<file path="src/rtl/apb_arb_pkg.sv">
// apb_arb_pkg: shared types and constants for the two-master APB arbiter
package apb_arb_pkg;
    typedef enum logic [1:0] {IDLE, SETUP, ACCESS, RESP} state_t;
    localparam int M_I2C = 0;
    localparam int M_HK = 1;
    localparam int WAIT_CNT_W = 16;
endpackage

</file>
<file path="src/rtl/apb_master_arbiter_if.sv">
// apb_master_arbiter_if: one APB request/response port plus the ownership lock hint
interface apb_master_arbiter_if #(
    parameter int AW = 16,
    parameter int DW = 32
);
    logic psel, penable, pwrite, lock, pready, pslverr;
    logic [AW-1:0] paddr;
    logic [DW-1:0] pwdata, prdata;
    modport master (output psel, penable, pwrite, paddr, pwdata, lock, input prdata, pready, pslverr);
    modport slave (input psel, penable, pwrite, paddr, pwdata, lock, output prdata, pready, pslverr);
endinterface

</file>
<file path="src/rtl/apb_rr_arbiter.sv">
// apb_rr_arbiter: combinational two-way round-robin pick with lock override
module apb_rr_arbiter import apb_arb_pkg::*; (
    input  logic [1:0] req,
    input  logic       lock_vld,
    input  logic       lock_idx,
    input  logic       last_grant,
    output logic [1:0] gnt
);
    logic [1:0] elig;
    // a live lock masks out the other master; on a tie the one not granted last wins
    always_comb begin
        elig = lock_vld ? (req & (lock_idx ? 2'b10 : 2'b01)) : req;
        gnt = &elig ? ((last_grant == 1'(M_HK)) ? 2'b01 : 2'b10) : elig;
    end
endmodule

</file>
<file path="src/rtl/apb_master_arbiter.sv">
// apb_master_arbiter: shares one APB slave bus between the I2C bridge and the housekeeping sequencer
module apb_master_arbiter import apb_arb_pkg::*; #(
    parameter int ADDRESS_BUS_WIDTH = 16,
    parameter int DATA_BUS_WIDTH = 32,
    parameter int TIMEOUT_CYCLES = 255
) (
    input  logic                 clk_sys,
    input  logic                 reset,
    apb_master_arbiter_if.slave  m0,
    apb_master_arbiter_if.slave  m1,
    apb_master_arbiter_if.master s,
    output logic [1:0]           grant,
    output logic                 timeout_err
);
    state_t st, nxt;
    logic [1:0] req, arb_gnt;
    logic lock_vld, lock_idx, lock_hold, last_idx, owner;
    logic timeout, resp_edge, resp_err;
    logic [WAIT_CNT_W-1:0] wait_cnt;
    logic [ADDRESS_BUS_WIDTH-1:0] addr_sel;
    logic [DATA_BUS_WIDTH-1:0] wdata_sel, rdata_cap;

    assign req = {m1.psel & m1.penable, m0.psel & m0.penable};
    assign lock_hold = lock_vld & (lock_idx ? m1.lock : m0.lock);
    assign addr_sel = arb_gnt[1] ? m1.paddr : m0.paddr;
    assign wdata_sel = arb_gnt[1] ? m1.pwdata : m0.pwdata;
    assign timeout = st == ACCESS && !s.pready && wait_cnt == WAIT_CNT_W'(TIMEOUT_CYCLES - 1);
    assign resp_edge = st == ACCESS && (s.pready || timeout);
    assign rdata_cap = (s.pready && !s.pwrite) ? s.prdata : '0;
    assign resp_err = s.pready ? s.pslverr : 1'b1;
    assign s.lock = 1'b0;

    apb_rr_arbiter u_arb (
        .req(req),
        .lock_vld(lock_hold),
        .lock_idx(lock_idx),
        .last_grant(last_idx),
        .gnt(arb_gnt)
    );

    // transfer sequencing: grant, setup, wait for pready or timeout, one response cycle
    always_comb begin
        nxt = st;
        case (st)
            IDLE:    nxt = |arb_gnt ? SETUP : IDLE;
            SETUP:   nxt = ACCESS;
            ACCESS:  nxt = resp_edge ? RESP : ACCESS;
            RESP:    nxt = IDLE;
            default: nxt = IDLE;
        endcase
    end

    // state, ownership bookkeeping and every output are registered here
    always_ff @(posedge clk_sys) begin
        if (reset) begin
            st <= IDLE;
            lock_vld <= 1'b0;
            lock_idx <= 1'b0;
            last_idx <= 1'(M_HK);
            owner <= 1'b0;
            wait_cnt <= '0;
            grant <= 2'b00;
            timeout_err <= 1'b0;
            s.psel <= 1'b0;
            s.penable <= 1'b0;
            s.pwrite <= 1'b0;
            s.paddr <= '0;
            s.pwdata <= '0;
            m0.pready <= 1'b0;
            m0.pslverr <= 1'b0;
            m0.prdata <= '0;
            m1.pready <= 1'b0;
            m1.pslverr <= 1'b0;
            m1.prdata <= '0;
        end else begin
            st <= nxt;
            wait_cnt <= (st == ACCESS && !s.pready) ? wait_cnt + 1'b1 : '0;
            timeout_err <= timeout;
            if (st == IDLE && |arb_gnt) begin
                owner <= arb_gnt[1];
                last_idx <= arb_gnt[1];
                grant <= arb_gnt;
                s.paddr <= addr_sel;
                s.pwdata <= wdata_sel;
                s.pwrite <= arb_gnt[1] ? m1.pwrite : m0.pwrite;
            end
            if (st == IDLE && !lock_hold) lock_vld <= 1'b0;
            if (st == RESP) begin
                lock_vld <= owner ? m1.lock : m0.lock;
                lock_idx <= owner;
            end
            s.psel <= nxt == SETUP || nxt == ACCESS;
            s.penable <= nxt == ACCESS;
            m0.pready <= resp_edge && !owner;
            m0.pslverr <= resp_edge && !owner && resp_err;
            m0.prdata <= (resp_edge && !owner) ? rdata_cap : '0;
            m1.pready <= resp_edge && owner;
            m1.pslverr <= resp_edge && owner && resp_err;
            m1.prdata <= (resp_edge && owner) ? rdata_cap : '0;
        end
    end
endmodule

</file>
<file path="src/flat_wrapper.sv">
// flat-port wrapper written by rule: the top's interface ports become plain ports
module apb_master_arbiter_flat import apb_arb_pkg::*;
#(
    parameter int ADDRESS_BUS_WIDTH = 16,
    parameter int DATA_BUS_WIDTH = 32,
    parameter int TIMEOUT_CYCLES = 255
)
  (clk_sys, reset, grant, timeout_err, m0_psel, m0_penable, m0_pwrite, m0_paddr, m0_pwdata, m0_lock, m0_prdata, m0_pready, m0_pslverr, m1_psel, m1_penable, m1_pwrite, m1_paddr, m1_pwdata, m1_lock, m1_prdata, m1_pready, m1_pslverr, s_psel, s_penable, s_pwrite, s_paddr, s_pwdata, s_lock, s_prdata, s_pready, s_pslverr);
  apb_master_arbiter_if #(.AW(16), .DW(32)) m0_i ();
  apb_master_arbiter_if #(.AW(16), .DW(32)) m1_i ();
  apb_master_arbiter_if #(.AW(16), .DW(32)) s_i ();
  input  logic clk_sys;
  input  logic reset;
  output logic [1:0] grant;
  output logic timeout_err;
  input wire logic [$bits(m0_i.psel)-1:0] m0_psel;
  input wire logic [$bits(m0_i.penable)-1:0] m0_penable;
  input wire logic [$bits(m0_i.pwrite)-1:0] m0_pwrite;
  input wire logic [$bits(m0_i.paddr)-1:0] m0_paddr;
  input wire logic [$bits(m0_i.pwdata)-1:0] m0_pwdata;
  input wire logic [$bits(m0_i.lock)-1:0] m0_lock;
  output wire logic [$bits(m0_i.prdata)-1:0] m0_prdata;
  output wire logic [$bits(m0_i.pready)-1:0] m0_pready;
  output wire logic [$bits(m0_i.pslverr)-1:0] m0_pslverr;
  input wire logic [$bits(m1_i.psel)-1:0] m1_psel;
  input wire logic [$bits(m1_i.penable)-1:0] m1_penable;
  input wire logic [$bits(m1_i.pwrite)-1:0] m1_pwrite;
  input wire logic [$bits(m1_i.paddr)-1:0] m1_paddr;
  input wire logic [$bits(m1_i.pwdata)-1:0] m1_pwdata;
  input wire logic [$bits(m1_i.lock)-1:0] m1_lock;
  output wire logic [$bits(m1_i.prdata)-1:0] m1_prdata;
  output wire logic [$bits(m1_i.pready)-1:0] m1_pready;
  output wire logic [$bits(m1_i.pslverr)-1:0] m1_pslverr;
  output wire logic [$bits(s_i.psel)-1:0] s_psel;
  output wire logic [$bits(s_i.penable)-1:0] s_penable;
  output wire logic [$bits(s_i.pwrite)-1:0] s_pwrite;
  output wire logic [$bits(s_i.paddr)-1:0] s_paddr;
  output wire logic [$bits(s_i.pwdata)-1:0] s_pwdata;
  output wire logic [$bits(s_i.lock)-1:0] s_lock;
  input wire logic [$bits(s_i.prdata)-1:0] s_prdata;
  input wire logic [$bits(s_i.pready)-1:0] s_pready;
  input wire logic [$bits(s_i.pslverr)-1:0] s_pslverr;
  assign m0_i.psel = m0_psel;
  assign m0_i.penable = m0_penable;
  assign m0_i.pwrite = m0_pwrite;
  assign m0_i.paddr = m0_paddr;
  assign m0_i.pwdata = m0_pwdata;
  assign m0_i.lock = m0_lock;
  assign m0_prdata = m0_i.prdata;
  assign m0_pready = m0_i.pready;
  assign m0_pslverr = m0_i.pslverr;
  assign m1_i.psel = m1_psel;
  assign m1_i.penable = m1_penable;
  assign m1_i.pwrite = m1_pwrite;
  assign m1_i.paddr = m1_paddr;
  assign m1_i.pwdata = m1_pwdata;
  assign m1_i.lock = m1_lock;
  assign m1_prdata = m1_i.prdata;
  assign m1_pready = m1_i.pready;
  assign m1_pslverr = m1_i.pslverr;
  assign s_psel = s_i.psel;
  assign s_penable = s_i.penable;
  assign s_pwrite = s_i.pwrite;
  assign s_paddr = s_i.paddr;
  assign s_pwdata = s_i.pwdata;
  assign s_lock = s_i.lock;
  assign s_i.prdata = s_prdata;
  assign s_i.pready = s_pready;
  assign s_i.pslverr = s_pslverr;
  apb_master_arbiter #(.ADDRESS_BUS_WIDTH(ADDRESS_BUS_WIDTH), .DATA_BUS_WIDTH(DATA_BUS_WIDTH), .TIMEOUT_CYCLES(TIMEOUT_CYCLES)) u_core (.clk_sys(clk_sys), .reset(reset), .m0(m0_i), .m1(m1_i), .s(s_i), .grant(grant), .timeout_err(timeout_err));
endmodule
</file>
<file path="config.mk">
export PLATFORM = sky130hd
export DESIGN_NAME = apb_master_arbiter_flat
export DESIGN_NICKNAME = d
export VERILOG_FILES = /design/src/rtl/apb_arb_pkg.sv /design/src/rtl/apb_master_arbiter_if.sv /design/src/rtl/apb_rr_arbiter.sv /design/src/rtl/apb_master_arbiter.sv /design/src/flat_wrapper.sv
export SDC_FILE = /design/constraint.sdc
export NUM_CORES = 1
export LEC_CHECK = 0
export ABC_AREA = 1
export CAP_MARGIN = 20
export CORE_ASPECT_RATIO = 1.75
export CORE_MARGIN = 1
export CORE_UTILIZATION = 44
export CTS_CLUSTER_SIZE = 28
export DETAILED_ROUTE_END_ITERATION = 12
export PLACE_DENSITY_LB_ADDON = 0.2
export SETUP_SLACK_MARGIN = 0.2
export SLEW_MARGIN = 20
export SYNTH_ARGS = -nofsm -noshare
export SYNTH_HDL_FRONTEND = slang
export SYNTH_SLANG_ARGS = --single-unit
</file>
<file path="constraint.sdc">
create_clock -name clk_sys -period 2.9 [get_ports clk_sys]
set_input_delay 0.29 -clock clk_sys [delete_from_list [all_inputs] [get_ports clk_sys]]
set_output_delay 0.29 -clock clk_sys [all_outputs]
set_load 0.05 [all_outputs]
</file>
==> results by group <==
Worst setup path
  • R2R Path Start: u_core.st[0]
  • Startpoint types: flop
  • Reg2reg setup slack: just over 800 ps
  • Reg2reg end: u_core.m0.prdata[27]
  • Worst setup path startpoint: u_core.st[0]
  • WP data required: between 3000 and 4000 ps
  • Setup crit end: u_core.m0.prdata[27]
  • Worst Path Arrival: 2420 ps
  • Reg2Reg Depth: 9
  • Crit path kind: reg2reg
  • Crit-path max FO: 20
  • Setup crit end kind: flop

STA
  • Final Cycle Share: 71.4%
  • Max Clk Rate: roughly 0.48 GHz
  • Minimum clock period after layout: 2070 ps
  • Slew Limit Fails: 0
  • Endpoints failing setup: 0
  • Total Neg Setup Slack: 0 ps
  • RSZ-0062 raised after global routing: false
  • Worst slew pin tran: around 840 ps
  • Worst slew margin: between 40% and 50%
  • Setup Skew: about 13 ps
  • Endpoints failing hold: 0

Drt
  • DRT antenna net count: 0
  • WL final: around 16,000 µm
  • DR pass1 iterations: 4
  • WL per Instance: 12.7 µm
  • # DRC: 0
  • Via/cell ratio: 4.55
  • Via Count: about 5,600
  • DR iter-0 viols: about 150

Logic synthesis
  • Synth top area cells: dfxtp_1 51%, nand2_1 15%, nor2_1 13%
  • Synth Flop Type: dfxtp_1
  • Synth cell count leaders: 223 x nand2_1, 193 x nor2_1, 143 x dfxtp_1
  • Post-Syn Area: roughly 5600 µm²
  • Area leader, netlist: dfxtp_1
  • Mapped Avg Cell Area: approximately 7.1 µm²
  • Post-Synthesis Cells: approximately 790
  • Unique masters post-synth: 27
  • Largest family of logic cells by synthesized area: simple AND/OR/NAND/NOR gates
  • Cell with the most instances after synthesis: nand2_1
  • Mapped Nets: 940
  • Post-synthesis adder-cell area fraction: under 10%
  • FF+latch count, synth: around 140
  • Post-synthesis compound-gate area fraction: slightly above 2%
  • Part of the Yosys area used for sequential elements: between 50% and 60%
  • Post-synthesis simple-gate area fraction: 35.6%
  • Number of flops mapped to enable cells by yosys: 0
  • Async S/R FF share, synth: 0%
  • Synth top area share: between 50% and 60%
  • XOR/XNOR share of the synthesized area: less than 1%
  • Mux share of post-synthesis cell area: 0%
  • Yosys warnings: 0

Clock network
  • Total CTS buffers: 17
  • Postcts setup bufs: 0
  • CTS tree: built
  • Root Driver: clkbuf_16
  • Clock Pin Slew Worst Setup and Hold Paths: ~60 ps
  • Hold-fix buffers, CTS: 0
  • CTS H-tree lvls: 4
  • Worst-skew pair later-pin latency: approximately 400 ps
  • Post-CTS sizing: 0
  • Clk buf depth: 2
  • Clock Sink Count: ~140

Power and ir drop
  • Final Total Pwr: roughly 5.6 mW
  • Switch Pwr: 1.64 mW
  • Flop pwr share: 37.7%
  • Combinational power share: between 20 and 25%
  • Sw Ratio: 29.1%
  • P_int: between 3 and 4 mW
  • VDD IR max: 0.000422 V
  • P per Cell Area: ~630 nW/µm²
  • Leak Pwr: 3.94 nW
  • Clk pwr share: around 42%

Floorplan
  • Core Rows: 54
  • Die X: around 87 µm
  • I/O Pins: 263
  • Die Span Y: 151 µm
  • Core area: roughly 12,000 µm²
  • Initial core utilization: 45.0%
  • Die footprint: approximately 13,000 µm²

Global routing
  • Met1 Use GR: 22.8%
  • Global Route met2 Usage: between 40 and 50%
  • Initial antenna violation count: 0
  • First-pass GRT wire length: around 24,000 µm
  • GR Layer Usage met3: between 8 and 9%
  • Largest net degree at the start of global routing: just under 60
  • Total track usage: about 24%
  • Vias in the first global route: slightly above 5,000
  • Busiest grt layer: met2
  • Total gr overflow: 0

Min path
  • Min-delay worst type: in2reg

Final layout
  • Antenna fix cells: 0
  • Nets@finish: 1,190
  • Area growth syn-to-layout: 59.8%
  • Layout cells sized above 1: between 4 and 5%

Placement
  • Gpl congestion: 0.859
  • Port Buffer Count: about 260
  • Post-DP HPWL: between 10,000 and 15,000 µm

Status
  • Status: finished clean

Job
  • Max Cap Viol: 0
==> power by group through the flow <==
stage | sequential (mW) | clock [mW] | combinational (mW)
3_3_place_gp | 2.16 | 0 | 1.13
5_1_grt | 2.13 | 2.50 | 1.23
3_5_place_dp | 2.16 | 0 | 1.14
6_report | 2.12 | 2.37 | 1.14
4_1_cts | 2.12 | 2.41 | 1.15
2_1_floorplan | 2.48 | 0 | 0.367
==> worst min-delay path by stage <==
stage	endpoint	start	cells past startpoint	slack [ps]
4_1_cts	u_core.last_idx	reset	3	200
3_3_place_gp	u_core.wait_cnt[0]	u_core.wait_cnt[0]	1	450
3_5_place_dp	u_core.wait_cnt[0]	u_core.wait_cnt[0]	1	460
5_1_grt	u_core.last_idx	reset	3	230
2_1_floorplan	u_core.wait_cnt[0]	u_core.wait_cnt[0]	1	430
6_report	u_core.last_idx	reset	3	210
==> layer usage <==
layer  vias up  wire (µm)
met2       227       8230
met4         0        577
li1       2886          -
met5         -          0
met3        42       1320
met1      2412       5410
==> cells in the final DEF, fill, tap and decap left out, types with 3 or more instances in the layout <==
master             n
nor2_1           192
inv_6              5
nand2_1          223
nand3_1           58
nand4_1            4
a21oi_1           15
o21ai_0            4
bufinv_16          4
ha_1               7
nor3_1             6
clkbuf_16         17
clkdlybuf4s50_1  260
inv_8              3
buf_4              7
inv_1             82
dfxtp_1          143
==> area by class of cell <==
| class | count | area (µm²) |
|---|---|---|
| fill | 1036 | 3490 |
| sequential | 143 | 2860 |
| timing repair buffer | 269 | 2680 |
| multi-input combinational | 528 | 2230 |
| clock buffer | 17 | 425 |
| inverter | 84 | 315 |
| clock inverter | 15 | 223 |
| tap | 168 | 210 |
==> state kept, by name, summed over array words and instances, names as in the netlist, 2 cells and up <==
signal	count
u_core.m0.prdata	32
u_core.wait_cnt	16
u_core.st	2
u_core.m1.prdata	32
u_core.s.pwdata	32
u_core.grant	2
u_core.s.paddr	16
==> logic make-up after synthesis <==
family / count (synthesis)
AO/OA/AOI/OAI: 22
XOR/XNOR: 3
adder cells (fa/ha/maj): 7
buffers and inverters: 122
flip-flops: 143
other: 1
AND/OR/NAND/NOR: 495
==> worst max-delay path, stage by stage, from the launching register on <==
cell	delay [ps]
dfxtp_1	310
inv_1	100
ha_1	280
nand3_1	100
nor2_1	110
nand3_1	80
nand2_1	130
nand4_2	430
buf_4	360
nor2_1	110
==> per-stage QoR <==
| stage | cell area [µm²] | hold slack [ps] | setup WS (ps) | instances | util [%] |
|---|---|---|---|---|---|
| CTS | 8940 | 195 | 803 | 1224 | 72.0 |
| global placement | 8300 | 446 | 698 | 1192 | 66.7 |
| floorplan | 5600 | 430 | 1260 | 793 | - |
| detailed placement | 8300 | 456 | 666 | 1192 | 66.7 |
| global route | 8940 | 228 | 627 | 1224 | 72.0 |
| finish | 8940 | 208 | 828 | 1224 | 72.0 |
Power figures use the tool's default switching activity.
